**config.mk**
```make
export PLATFORM = sky130hd
export DESIGN_NAME = prog_loader
export DESIGN_NICKNAME = d
export VERILOG_FILES = /design/src/rtl/prog_loader.sv
export SDC_FILE = /design/constraint.sdc
export NUM_CORES = 1
export LEC_CHECK = 0
export CAP_MARGIN = 20
export CORE_ASPECT_RATIO = 1.5
export CORE_UTILIZATION = 30
export DETAILED_ROUTE_END_ITERATION = 10
export SYNTH_ARGS = -nofsm -noshare
export SYNTH_HDL_FRONTEND = slang
export SYNTH_SLANG_ARGS = --single-unit
```
**constraint.sdc**
```tcl
create_clock -name clk -period 3.65 [get_ports clk]
set_input_delay 0.73 -clock clk [delete_from_list [all_inputs] [get_ports clk]]
set_output_delay 0.73 -clock clk [all_outputs]
set_load 0.05 [all_outputs]
```
**src/rtl/prog_loader.sv**
```systemverilog
// prog_loader: streams a program into the CPU instruction memory, runs the
// CPU for a fixed number of cycles, then streams data memory back out.
// One load/run/dump sequence per start pulse, accepted from IDLE or DONE.
module prog_loader #(
    parameter int IMEM_WORDS = 128,
    parameter int DMEM_WORDS = 128,
    parameter int CNT_W      = 32
) (
    input  logic             clk,
    input  logic             rst,
    input  logic             start,
    input  logic [7:0]       prog_len,
    input  logic [CNT_W-1:0] run_cycles,
    input  logic [7:0]       dump_len,
    input  logic             s_valid,
    output logic             s_ready,
    input  logic [31:0]      s_data,
    output logic [63:0]      imem_addr,
    output logic             imem_wen,
    output logic [31:0]      imem_wdata,
    output logic             cpu_enable,
    output logic [63:0]      dmem_addr,
    output logic             dmem_ren,
    input  logic [63:0]      dmem_rdata,
    output logic             m_valid,
    input  logic             m_ready,
    output logic [63:0]      m_data,
    output logic             busy,
    output logic             done
);

    // count widths hold 0..DEPTH; index widths hold 0..DEPTH-1
    localparam int PCW = $clog2(IMEM_WORDS + 1);
    localparam int DCW = $clog2(DMEM_WORDS + 1);
    localparam int KW  = $clog2(IMEM_WORDS);
    localparam int JW  = $clog2(DMEM_WORDS);

    typedef enum logic [2:0] {
        IDLE = 3'd0,
        LOAD = 3'd1,
        RUN  = 3'd2,
        DUMP = 3'd3,
        DONE = 3'd4
    } state_t;

    state_t state, state_nxt;

    // captured, saturated sequence parameters
    logic [PCW-1:0]   prog_cnt;
    logic [CNT_W-1:0] run_cnt;
    logic [DCW-1:0]   dump_cnt;

    // progress counters
    logic [KW-1:0]    wr_idx;   // next instruction word index k
    logic [CNT_W-1:0] run_idx;  // RUN cycles elapsed
    logic [DCW-1:0]   rd_idx;   // reads issued (j of the next read)
    logic [DCW-1:0]   acc_idx;  // words accepted downstream

    // read pipeline: one read in flight plus a holding slot for data that
    // returns while the output register is stalled
    logic             rd_pend;
    logic             skid_vld;
    logic [63:0]      skid_data;

    logic [PCW-1:0]   prog_sat;
    logic [DCW-1:0]   dump_sat;
    logic             capture;
    logic             load_beat, load_last, run_last;
    logic             out_free, consume, rd_issue, dump_last;

    // clamp requested lengths to the memory depths
    always_comb begin
        prog_sat = (32'(prog_len) > IMEM_WORDS) ? PCW'(IMEM_WORDS) : PCW'(prog_len);
        dump_sat = (32'(dump_len) > DMEM_WORDS) ? DCW'(DMEM_WORDS) : DCW'(dump_len);
    end

    // per-cycle events shared by the FSM and the datapath
    always_comb begin
        capture   = start && ((state == IDLE) || (state == DONE));
        load_beat = (state == LOAD) && s_valid;
        load_last = load_beat && (PCW'(wr_idx) == (prog_cnt - PCW'(1)));
        run_last  = (state == RUN) && (run_idx == (run_cnt - CNT_W'(1)));
        consume   = m_valid && m_ready;
        out_free  = !m_valid || m_ready;
        rd_issue  = (state == DUMP) && (rd_idx < dump_cnt) && out_free;
        dump_last = (state == DUMP) && consume && (acc_idx == (dump_cnt - DCW'(1)));
    end

    // state register
    always_ff @(posedge clk) begin
        if (rst) state <= IDLE;
        else     state <= state_nxt;
    end

    // next-state selection and memory/CPU port drive
    always_comb begin
        state_nxt  = state;
        s_ready    = 1'b0;
        imem_wen   = 1'b0;
        imem_wdata = 32'd0;
        imem_addr  = 64'd0;
        cpu_enable = 1'b0;
        dmem_ren   = 1'b0;
        dmem_addr  = 64'd0;
        busy       = 1'b0;
        done       = 1'b0;
        case (state)
            IDLE, DONE: begin
                done = (state == DONE);
                if (start) begin
                    // skip any phase whose count is zero
                    if (prog_sat != '0)        state_nxt = LOAD;
                    else if (run_cycles != '0) state_nxt = RUN;
                    else if (dump_sat != '0)   state_nxt = DUMP;
                    else                       state_nxt = DONE;
                end
            end
            LOAD: begin
                busy       = 1'b1;
                s_ready    = 1'b1;
                imem_addr  = 64'({wr_idx, 2'b00});
                imem_wen   = load_beat;
                imem_wdata = load_beat ? s_data : 32'd0;
                if (load_last) begin
                    if (run_cnt != '0)       state_nxt = RUN;
                    else if (dump_cnt != '0) state_nxt = DUMP;
                    else                     state_nxt = DONE;
                end
            end
            RUN: begin
                busy       = 1'b1;
                cpu_enable = 1'b1;
                if (run_last) state_nxt = (dump_cnt != '0) ? DUMP : DONE;
            end
            DUMP: begin
                busy      = 1'b1;
                dmem_ren  = rd_issue;
                dmem_addr = rd_issue ? 64'({rd_idx[JW-1:0], 3'b000}) : 64'd0;
                if (dump_last) state_nxt = DONE;
            end
            default: state_nxt = IDLE;
        endcase
    end

    // capture sequence parameters and advance the phase counters
    always_ff @(posedge clk) begin
        if (rst) begin
            prog_cnt <= '0;
            run_cnt  <= '0;
            dump_cnt <= '0;
            wr_idx   <= '0;
            run_idx  <= '0;
            rd_idx   <= '0;
            acc_idx  <= '0;
        end else if (capture) begin
            prog_cnt <= prog_sat;
            run_cnt  <= run_cycles;
            dump_cnt <= dump_sat;
            wr_idx   <= '0;
            run_idx  <= '0;
            rd_idx   <= '0;
            acc_idx  <= '0;
        end else begin
            if (load_beat)      wr_idx  <= wr_idx + KW'(1);
            if (state == RUN)   run_idx <= run_idx + CNT_W'(1);
            if (rd_issue)       rd_idx  <= rd_idx + DCW'(1);
            if (consume)        acc_idx <= acc_idx + DCW'(1);
        end
    end

    // read-return path: data lands one cycle after the read; if the output
    // register is stalled at that moment it waits in the holding slot, which
    // always drains before the next return because no read is issued while
    // the output register is full and stalled
    always_ff @(posedge clk) begin
        if (rst) begin
            rd_pend   <= 1'b0;
            skid_vld  <= 1'b0;
            skid_data <= 64'd0;
            m_valid   <= 1'b0;
            m_data    <= 64'd0;
        end else begin
            rd_pend <= rd_issue;
            if (out_free) begin
                if (skid_vld) begin
                    m_data   <= skid_data;
                    m_valid  <= 1'b1;
                    skid_vld <= 1'b0;
                end else if (rd_pend) begin
                    m_data  <= dmem_rdata;
                    m_valid <= 1'b1;
                end else begin
                    m_valid <= 1'b0;
                end
            end else if (rd_pend) begin
                skid_data <= dmem_rdata;
                skid_vld  <= 1'b1;
            end
        end
    end

endmodule

```
==> results of run 1 <==
final cells by class:
cell class | count | area, µm² | area share [%]
repair buffers | 290 | 2801 | 17.38
flip-flops and latches | 237 | 4748 | 29.46
well taps | 558 | 698.2 | 4.331
clock buffers | 35 | 745.7 | 4.626
clock inverters | 12 | 107.6 | 0.6675
multi-input cells | 1189 | 6933 | 43.01
inverters | 23 | 86.33 | 0.5355
cells in the mapped netlist, drive strengths merged (36+ instances only):
library cell and n:
and3 42, clkbuf 73, nor4 36, a21oi 133, nand2 262, buf 138, dfxtp 237, nor2 136
a211oi 67, xnor2 56, xor2 45, mux2i 70
flip-flops by register name (all words and copies together) (netlist names):
signal / cells
dump_cnt: 8
m_data: 64
state: 3
run_idx: 32
prog_cnt: 8
rd_pend: 1
rd_idx: 8
skid_data: 64
acc_idx: 8
skid_vld: 1
run_cnt: 32
wr_idx: 7
m_valid: 1
layer usage:
layer  up-vias  track usage [%]  part of all wire, %
met2       276            30.08                   51
li1       5563                -                    -
met4         0            4.273                  2.1
met5         -                0                    0
met3        59            4.329                  6.7
met1      5175            18.94                   40
layout by cell type (no fill, tap or decap), drive strengths merged, types with 42 or more instances in the layout:
cell             n
buf             67
dfxtp          237
a211oi          67
xor2            45
xnor2           56
and3            42
clkdlybuf4s50  223
nand2          262
a21oi          133
conb           114
mux2i           70
nor2           136
cells by family (layout without fill, tap and decap cells):
group                      count (synthesis)  after routing  share of synthesized area [%]
other                                      1            114                        0.02981
adders and majority gates                 15             15                          1.492
and+or+nand+nor                          619            619                          23.77
xor gates and xnor gates                 101            101                          7.033
muxes                                     70             70                          5.570
DFF                                      237            237                          37.72
AOI/OAI and AO/OA                        270            270                          13.64
buffers and inverters                    234            360                          10.74
worst max-delay path, delay by kind of cell, from the launching register on:
kind / cells / cell delay, ns
simple gates: 2 / 0.46
buf+inv: 2 / 1.17
flops: 1 / 0.55
per-stage QoR:
step,hold slack [ns],setup TNS [ns]
after floorplan,0.4360,0
after CTS,0.4552,0
after detailed placement,0.4461,-1.964
final,0.4526,0
after global placement,0.4408,-0.7987
after global routing,0.4685,-0.05917
report_power, final:
group / switching [mW] / total [mW] / internal [mW]
Sequential: 0.196 / 2.92 / 2.72
Clock: 1.11 / 2.61 / 1.51
Combinational: 1.81 / 2.78 / 0.971
how the worst max path moves through the flow:
stage / end / cells past startpoint / slack, ns
finish: imem_addr[4] / 4 / 0.17
global route: dmem_addr[7] / 9 / -0.02
CTS: dmem_addr[5] / 9 / 0.01
detailed placement: dmem_addr[5] / 9 / -0.28
global placement: dmem_addr[4] / 9 / -0.11
floorplan: dmem_addr[3] / 9 / 0.55
what timing repair did:
item                                    4_1_cts  5_1_grt
hold buffers                                  0        0
pin swaps                                     0        0
endpoints found under the setup margin        8        8
gates resized for setup                       1        1
==> results_dict.tcl, run 1 <==
set metrics [dict create \
    status "complete, no violations" \
    crit_type "register to output port" \
    fmax_mhz 287.3 \
    grt_pass1_wl_mm 57.20 \
    place_congestion 0.8533 \
    synth.cell_area_um2 12580 \
    post_drt_wl_per_cell_um 15.62 \
    worst_slack_ns 0.1696 \
    io_buffers 265 \
    final.min_clock_period_ns 3.480 \
    finish.utilization_pct 39.11 \
    r2r_end "state[0]" \
    synth_top_area_cell "dfxtp_1" \
    hold_path.startpoint "skid_data[30]" \
    clock_sinks 237 \
    die-area_um2 42770 \
    place_hpwl_mm 26.74 \
    synth_area_leaders "dfxtp_1 38%, nand2_1 7.8%, buf_4 6.9%" \
    final_antenna_net_count 0 \
    vias 11070 \
    cts_setup_buffers 0 \
    startpoint_type "register" \
    path_clk_slew_ns 0.06 \
    root_buffer "clkbuf_16" \
    syn_avg_cell_area_um2 8.131 \
    numCtsBuffers 26 \
    yosysSeqAreaShare_pct 37.72 \
    via_per_inst 4.724 \
    grt_max_degree 79 \
    leakagePower_nw 5.714 \
    drtIter0Drc 502 \
    clk_path_buf_depth 3 \
    drc 0 \
    io_pins 380 \
    power_mw 8.320 \
    worst_slew_pin_slew_ns 0.9033 \
    drive_gt1_share_pct 7.727 \
    std_cell_rows 91 \
    cts_htree_levels 1 \
    grt_overflow_total 0 \
    synth.distinct_cells 70 \
    setup_violations 0 \
    r2r_cells 10 \
    max_cap_violations 0 \
    syn_to_final_growth_pct 28.16 \
    hold_violations 0 \
    place_inst 2297 \
    min_path_cells 2 \
    holdCritPathClass "register to register" \
    fin_crit_sh_pct 95.35 \
    first_pass_iters 5 \
    die_w_um 169.2 \
    n_antenna_cell 0 \
    synth.top_cell.area_share_pct 37.72 \
    cp.required_ns 2.92 \
    stdcell_area_um2 16120 \
    ff2ff_setup_slack_ns 0.36 \
    fin_nets 1931 \
    grt_pass1_vias 10670 \
    yosys_warnings 0 \
    core_area_um2 41220 \
    synthArstFlopShare_pct 0 \
    synth_cells 1547 \
    cp-end-kind "output port" \
    whs_endpoint "skid_data[30]" \
    power.density_nw_per_um2 516.1 \
    initial_core_util_pct 30.52 \
    die_h_um 252.8 \
    dp_slack_ns -0.2756 \
    track_usage_pct 16.54 \
    cp_cell_sequence "nor3b_2 -> buf_4 -> and2_1 -> clkdlybuf4s50_1" \
    r2r_start "run_cnt[0]" \
    crit_path_start "state[0]" \
    cp_max_fo 43 \
    slowest_delay_ns 0.82 \
    ys_ff_latch 237 \
    wl_mm 36.62 \
    skew_ns 0.01579 \
    cts_tree "done" \
    instances_no_fill 2344 \
    arrival_ns 2.75 \
    fillCellCount 4286 \
    peakVddDrop_v 0.0004135 \
    clk_latency_ns 0.55 \
    antenna_found_initial 1 \
    max_slew_margin_pct 39.56 \
    slowest_stage "clkdlybuf4s50_1" \
    maxSlewViolCount 0 \
    dpl-instance-area_um2 15260 \
    ys.flop_type "dfxtp_1" \
    synth_edf_count 0 \
]
Note: power is estimated with default switching activity, not from simulation.
==> run 2: changes to the inputs <==
--- a/config.mk
+++ b/config.mk
@@ -7,6 +7,7 @@
 export LEC_CHECK = 0
 export CAP_MARGIN = 20
 export CORE_ASPECT_RATIO = 1.5
+export CORE_MARGIN = 5
 export CORE_UTILIZATION = 30
 export DETAILED_ROUTE_END_ITERATION = 10
 export SYNTH_ARGS = -nofsm -noshare
==> results_dict.tcl, run 2 (synthesis results as in run 1) <==
set metrics [dict create \
    r2r_start "run_cnt[0]" \
    skew_ns 0.01621 \
    finish.utilization_pct 38.48 \
    internal-power_mw 5.114 \
    place_hpwl_mm 28.01 \
    hold_violations 0 \
    fin_crit_sh_pct 94.03 \
    final.min_clock_period_ns 3.432 \
    post_drt_wl_per_cell_um 16.04 \
    std_cell_rows 92 \
    max_slew_margin_pct 40.26 \
    p_sw_share_pct 37.75 \
    stdcell_area_um2 16080 \
    final_antenna_net_count 0 \
    hold_path.startpoint "skid_data[61]" \
    peakVddDrop_v 0.0003237 \
    leakagePower_nw 5.704 \
    holdCritPathClass "register to register" \
    place_congestion 0.9208 \
    cts_resized 0 \
    maxSlewViolCount 0 \
    root_buffer "clkbuf_16" \
    arrival_ns 2.70 \
    setup_violations 0 \
    max_cap_violations 0 \
    layout_commonest_cell "nand2_1" \
    numCtsBuffers 25 \
    clkPwrFrac_pct 30.6 \
    startpoint_type "register" \
    die-area_um2 46210 \
    r2r_cells 8 \
    cts_setup_buffers 0 \
    p_comb_share_pct 33.7 \
    via_per_inst 4.706 \
    ff2ff_setup_slack_ns 0.41 \
    grt_pass1_vias 10970 \
    core_area_um2 41790 \
    track_usage_pct 15.52 \
    setup_tns_ns 0 \
    grt_max_degree 83 \
    die_h_um 260.8 \
    fin_nets 1933 \
    p_switching_mw 3.102 \
    cts_tree "done" \
    crit_type "register to output port" \
    vias 11070 \
    syn_to_final_growth_pct 27.82 \
    drtIter0Drc 478 \
    cp-end-kind "output port" \
    cp_max_fo 43 \
    cp.required_ns 2.92 \
    r2r_end "state[0]" \
    place_inst 2306 \
    antenna_found_initial 2 \
    clock_sinks 237 \
    io_buffers 265 \
    path_clk_slew_ns 0.06 \
    crit_path_end "imem_addr[2]" \
    first_pass_iters 5 \
    drc 0 \
    dpl-instance-area_um2 15280 \
    fmax_mhz 291.4 \
    n_antenna_cell 0 \
    largest_registers "m_data: 64 flops, skid_data: 64 flops" \
    layout_common_cells "261 x nand2_1, 236 x dfxtp_1, 223 x clkdlybuf4s50_1" \
    crit_path_start "state[0]" \
    power.density_nw_per_um2 511.1 \
    instances_no_fill 2352 \
    initial_core_util_pct 30.10 \
    grt_pass1_wl_mm 59.00 \
    status "complete, no violations" \
    worst_slew_pin_slew_ns 0.8879 \
    clk_path_buf_depth 3 \
    clk_latency_ns 0.54 \
    cts_htree_levels 1 \
    pwr-share-seq_pct 35.7 \
    io_pins 380 \
    grt_overflow_total 0 \
    die_w_um 177.2 \
    holdBufCountCts 0 \
    drive_gt1_share_pct 7.830 \
    wl_mm 37.72 \
    rsz0062_at_grt "false" \
]
-- run 2: area by class of cell --
type | instances | area [µm²]
Clock buffer | 32 | 691.9
Clock inverter | 14 | 108.9
Fill cell | 4291 | 25710
Inverter | 23 | 86.33
Multi-Input combinational cell | 1189 | 6925
Sequential cell | 237 | 4748
Tap cell | 564 | 705.7
Timing Repair Buffer | 293 | 2811
-- run 2: stage by stage --
stage                     setup slack (ns)  hold slack, ns  total power, mW
after floorplan                     0.5479          0.4360            5.000
after global placement              0.4815          0.4407            5.734
after detailed placement            0.4258          0.4463            5.760
after CTS                           0.1952          0.4552            8.323
after global routing               0.08459          0.4689            8.658
final                               0.2181          0.4515            8.217
-- run 2: how the worst min path moves through the flow --
stage | to | cells after the start | slack (ns)
after global routing | skid_data[61] | 2 | 0.47
after detailed placement | skid_data[21] | 2 | 0.45
after global placement | skid_data[14] | 2 | 0.44
after CTS | skid_data[21] | 2 | 0.46
after floorplan | skid_data[0] | 2 | 0.44
final | skid_data[61] | 2 | 0.45
-- run 2: power groups by stage --
stage          clock [mW]  combinational, mW  sequential [mW]
2_1_floorplan           0               1.98             3.02
3_3_place_gp            0               2.75             2.99
3_5_place_dp            0               2.77             2.99
4_1_cts              2.61               2.78             2.93
5_1_grt              2.71               2.98             2.96
6_report             2.51               2.77             2.93
-- run 2: worst max-delay path: stages (launching register included) --
cell             delay [ns]
dfxtp_1                0.57
nor3b_2                0.23
buf_4                  0.34
and2_1                 0.19
clkdlybuf4s50_1        0.81
-- run 2: metal layers --
metal | global-route usage, % | routed length, µm | up-vias
met3 | 4.202 | 2793 | 64
met5 | 0 | 19 | -
met4 | 4.559 | 1021 | 2
li1 | - | - | 5569
met1 | 18.28 | 15000 | 5121
met2 | 27.51 | 18890 | 313
==> run 3: changes to the inputs <==
==> constraint.sdc (replaced) <==
create_clock -name clk -period 4.33 [get_ports clk]
set_input_delay 0.866 -clock clk [delete_from_list [all_inputs] [get_ports clk]]
set_output_delay 0.866 -clock clk [all_outputs]
set_load 0.05 [all_outputs]
==> results_dict.tcl, run 3 (synthesis results as in run 1) <==
set metrics [dict create \
    status "complete, no violations" \
    cts_htree_levels 1 \
    holdCritPathClass "register to register" \
    p_comb_share_pct 32.2 \
    grt_pass1_vias 10720 \
    maxSlewViolCount 0 \
    slowest_stage "clkdlybuf4s50_1" \
    peakVddDrop_v 0.0002984 \
    place_congestion 0.8682 \
    die-area_um2 46210 \
    grt_pass1_wl_mm 57.53 \
    drtIter0Drc 513 \
    final_antenna_net_count 0 \
    std_cell_rows 92 \
    leakagePower_nw 5.640 \
    worst-path-buf-inv 2 \
    cts_resized 0 \
    clkPwrFrac_pct 33.0 \
    io_buffers 265 \
    skew_ns 0.02048 \
    fillCellCount 4263 \
    root_buffer "clkbuf_16" \
    syn_to_final_growth_pct 28.78 \
    wl_mm 37.57 \
    cp_cell_sequence "clkdlybuf4s50_1 -> and3_1 -> clkdlybuf4s50_1" \
    layout_commonest_cell "nand2_1" \
    cp-end-kind "output port" \
    core_area_um2 41790 \
    first_pass_iters 5 \
    cts_setup_buffers 0 \
    path_clk_slew_ns 0.06 \
    cp_top_family "buffers and inverters" \
    post_drt_wl_per_cell_um 16.00 \
    vias 11070 \
    drive_gt1_share_pct 5.945 \
    crit_type "primary input to output port" \
    clock_sinks 237 \
    grt_max_degree 147 \
    fmax_mhz 259.6 \
    fin_nets 1927 \
    track_usage_pct 15.17 \
    hold_ws_ns 0.4543 \
    max_slew_margin_pct 36.92 \
    fin_crit_sh_pct 88.98 \
    setup_violations 0 \
    max_cap_violations 0 \
    crit_top_cell "clkdlybuf4s50_1" \
    initial_core_util_pct 30.10 \
    rsz0062_at_grt "false" \
    cp.required_ns 3.46 \
    power.density_nw_per_um2 440.5 \
    die_h_um 260.8 \
    largest_registers "m_data: 64 flops, skid_data: 64 flops" \
    hold_violations 0 \
    internal-power_mw 4.466 \
    grt_overflow_total 0 \
    cts_tree "done" \
    worst_slew_pin_slew_ns 0.9375 \
    final.min_clock_period_ns 3.853 \
    antenna_found_initial 2 \
    p_switching_mw 2.669 \
    slowest_delay_ns 1.01 \
    clk_latency_ns 0.56 \
    layout_common_cells "261 x nand2_1, 255 x clkdlybuf4s50_1, 236 x dfxtp_1" \
    setup_tns_ns 0 \
    clk_path_buf_depth 3 \
    power_mw 7.136 \
    drc 0 \
    pwr-share-seq_pct 34.8 \
    startpoint_type "primary input" \
    io_pins 380 \
    via_per_inst 4.713 \
    p_sw_share_pct 37.41 \
    die_w_um 177.2 \
    arrival_ns 2.99 \
    holdBufCountCts 0 \
    cp_max_fo 33 \
    place_hpwl_mm 27.77 \
    numCtsBuffers 26 \
]
[run 3: cell count changes in the layout (fill, tap and decap cells not counted), sizes merged]
cell	previous run	this run
bufinv	1	3
clkinv	8	6
buf	70	31
clkbuf	32	31
clkdlybuf4s50	223	255
diode	0	1
clkinvlp	2	5
[run 3: worst min-delay path: stages, from the launching register on]
cell and delay, ns:
dfxtp_1 0.31, nand2_1 0.05, a21oi_1 0.05
[run 3: final cells by class]
class / count / area (µm²) / share of cell area (%)
antenna: 1 / 2.502 / 0.01545
clock buffer: 31 / 719.4 / 4.442
clock inverter: 17 / 196.4 / 1.213
inverter: 23 / 86.33 / 0.5330
multi-input combinational: 1189 / 6925 / 42.75
sequential: 237 / 4748 / 29.31
tap: 564 / 705.7 / 4.357
timing repair buffer: 286 / 2814 / 17.37
[run 3: power groups by stage]
| stage | sequential [mW] | clock [mW] | combinational, mW |
|---|---|---|---|
| 2_1_floorplan | 2.54 | 0 | 1.67 |
| 3_3_place_gp | 2.52 | 0 | 2.27 |
| 3_5_place_dp | 2.53 | 0 | 2.30 |
| 4_1_cts | 2.48 | 2.44 | 2.31 |
| 5_1_grt | 2.50 | 2.51 | 2.49 |
| 6_report | 2.48 | 2.36 | 2.30 |
[run 3: worst paths after layout]
check / startpoint / endpoint / slack [ns] / depth (start not counted)
worst max-delay path: s_valid / imem_wdata[9] / 0.48 / 3
worst min-delay path: skid_data[46] / skid_data[46] / 0.45 / 2
worst max register to register: run_cnt[2] / state[0] / 0.92 / 8
worst min register to register: skid_data[46] / skid_data[46] / 0.45 / 2
[run 3: stage by stage]
stage          instance area (µm²)  setup slack [ns]  util, %  cells
3_3_place_gp                 15280            0.6285    36.57   2299
3_5_place_dp                 15280            0.5497    36.57   2299
4_1_cts                      16200            0.5504    38.76   2347
6_report                     16200            0.4774    38.77   2348
5_1_grt                      16200            0.3254    38.77   2348
2_1_floorplan                13000             1.051        -   1660
[run 3: per-layer routing]
metal  up-vias  wire, µm  track usage [%]
li1       5552         -                -
met1      5143     15020            17.38
met2       306     18730            27.30
met3        62      2837            4.362
met4         2       970            4.409
met5         -        13                0
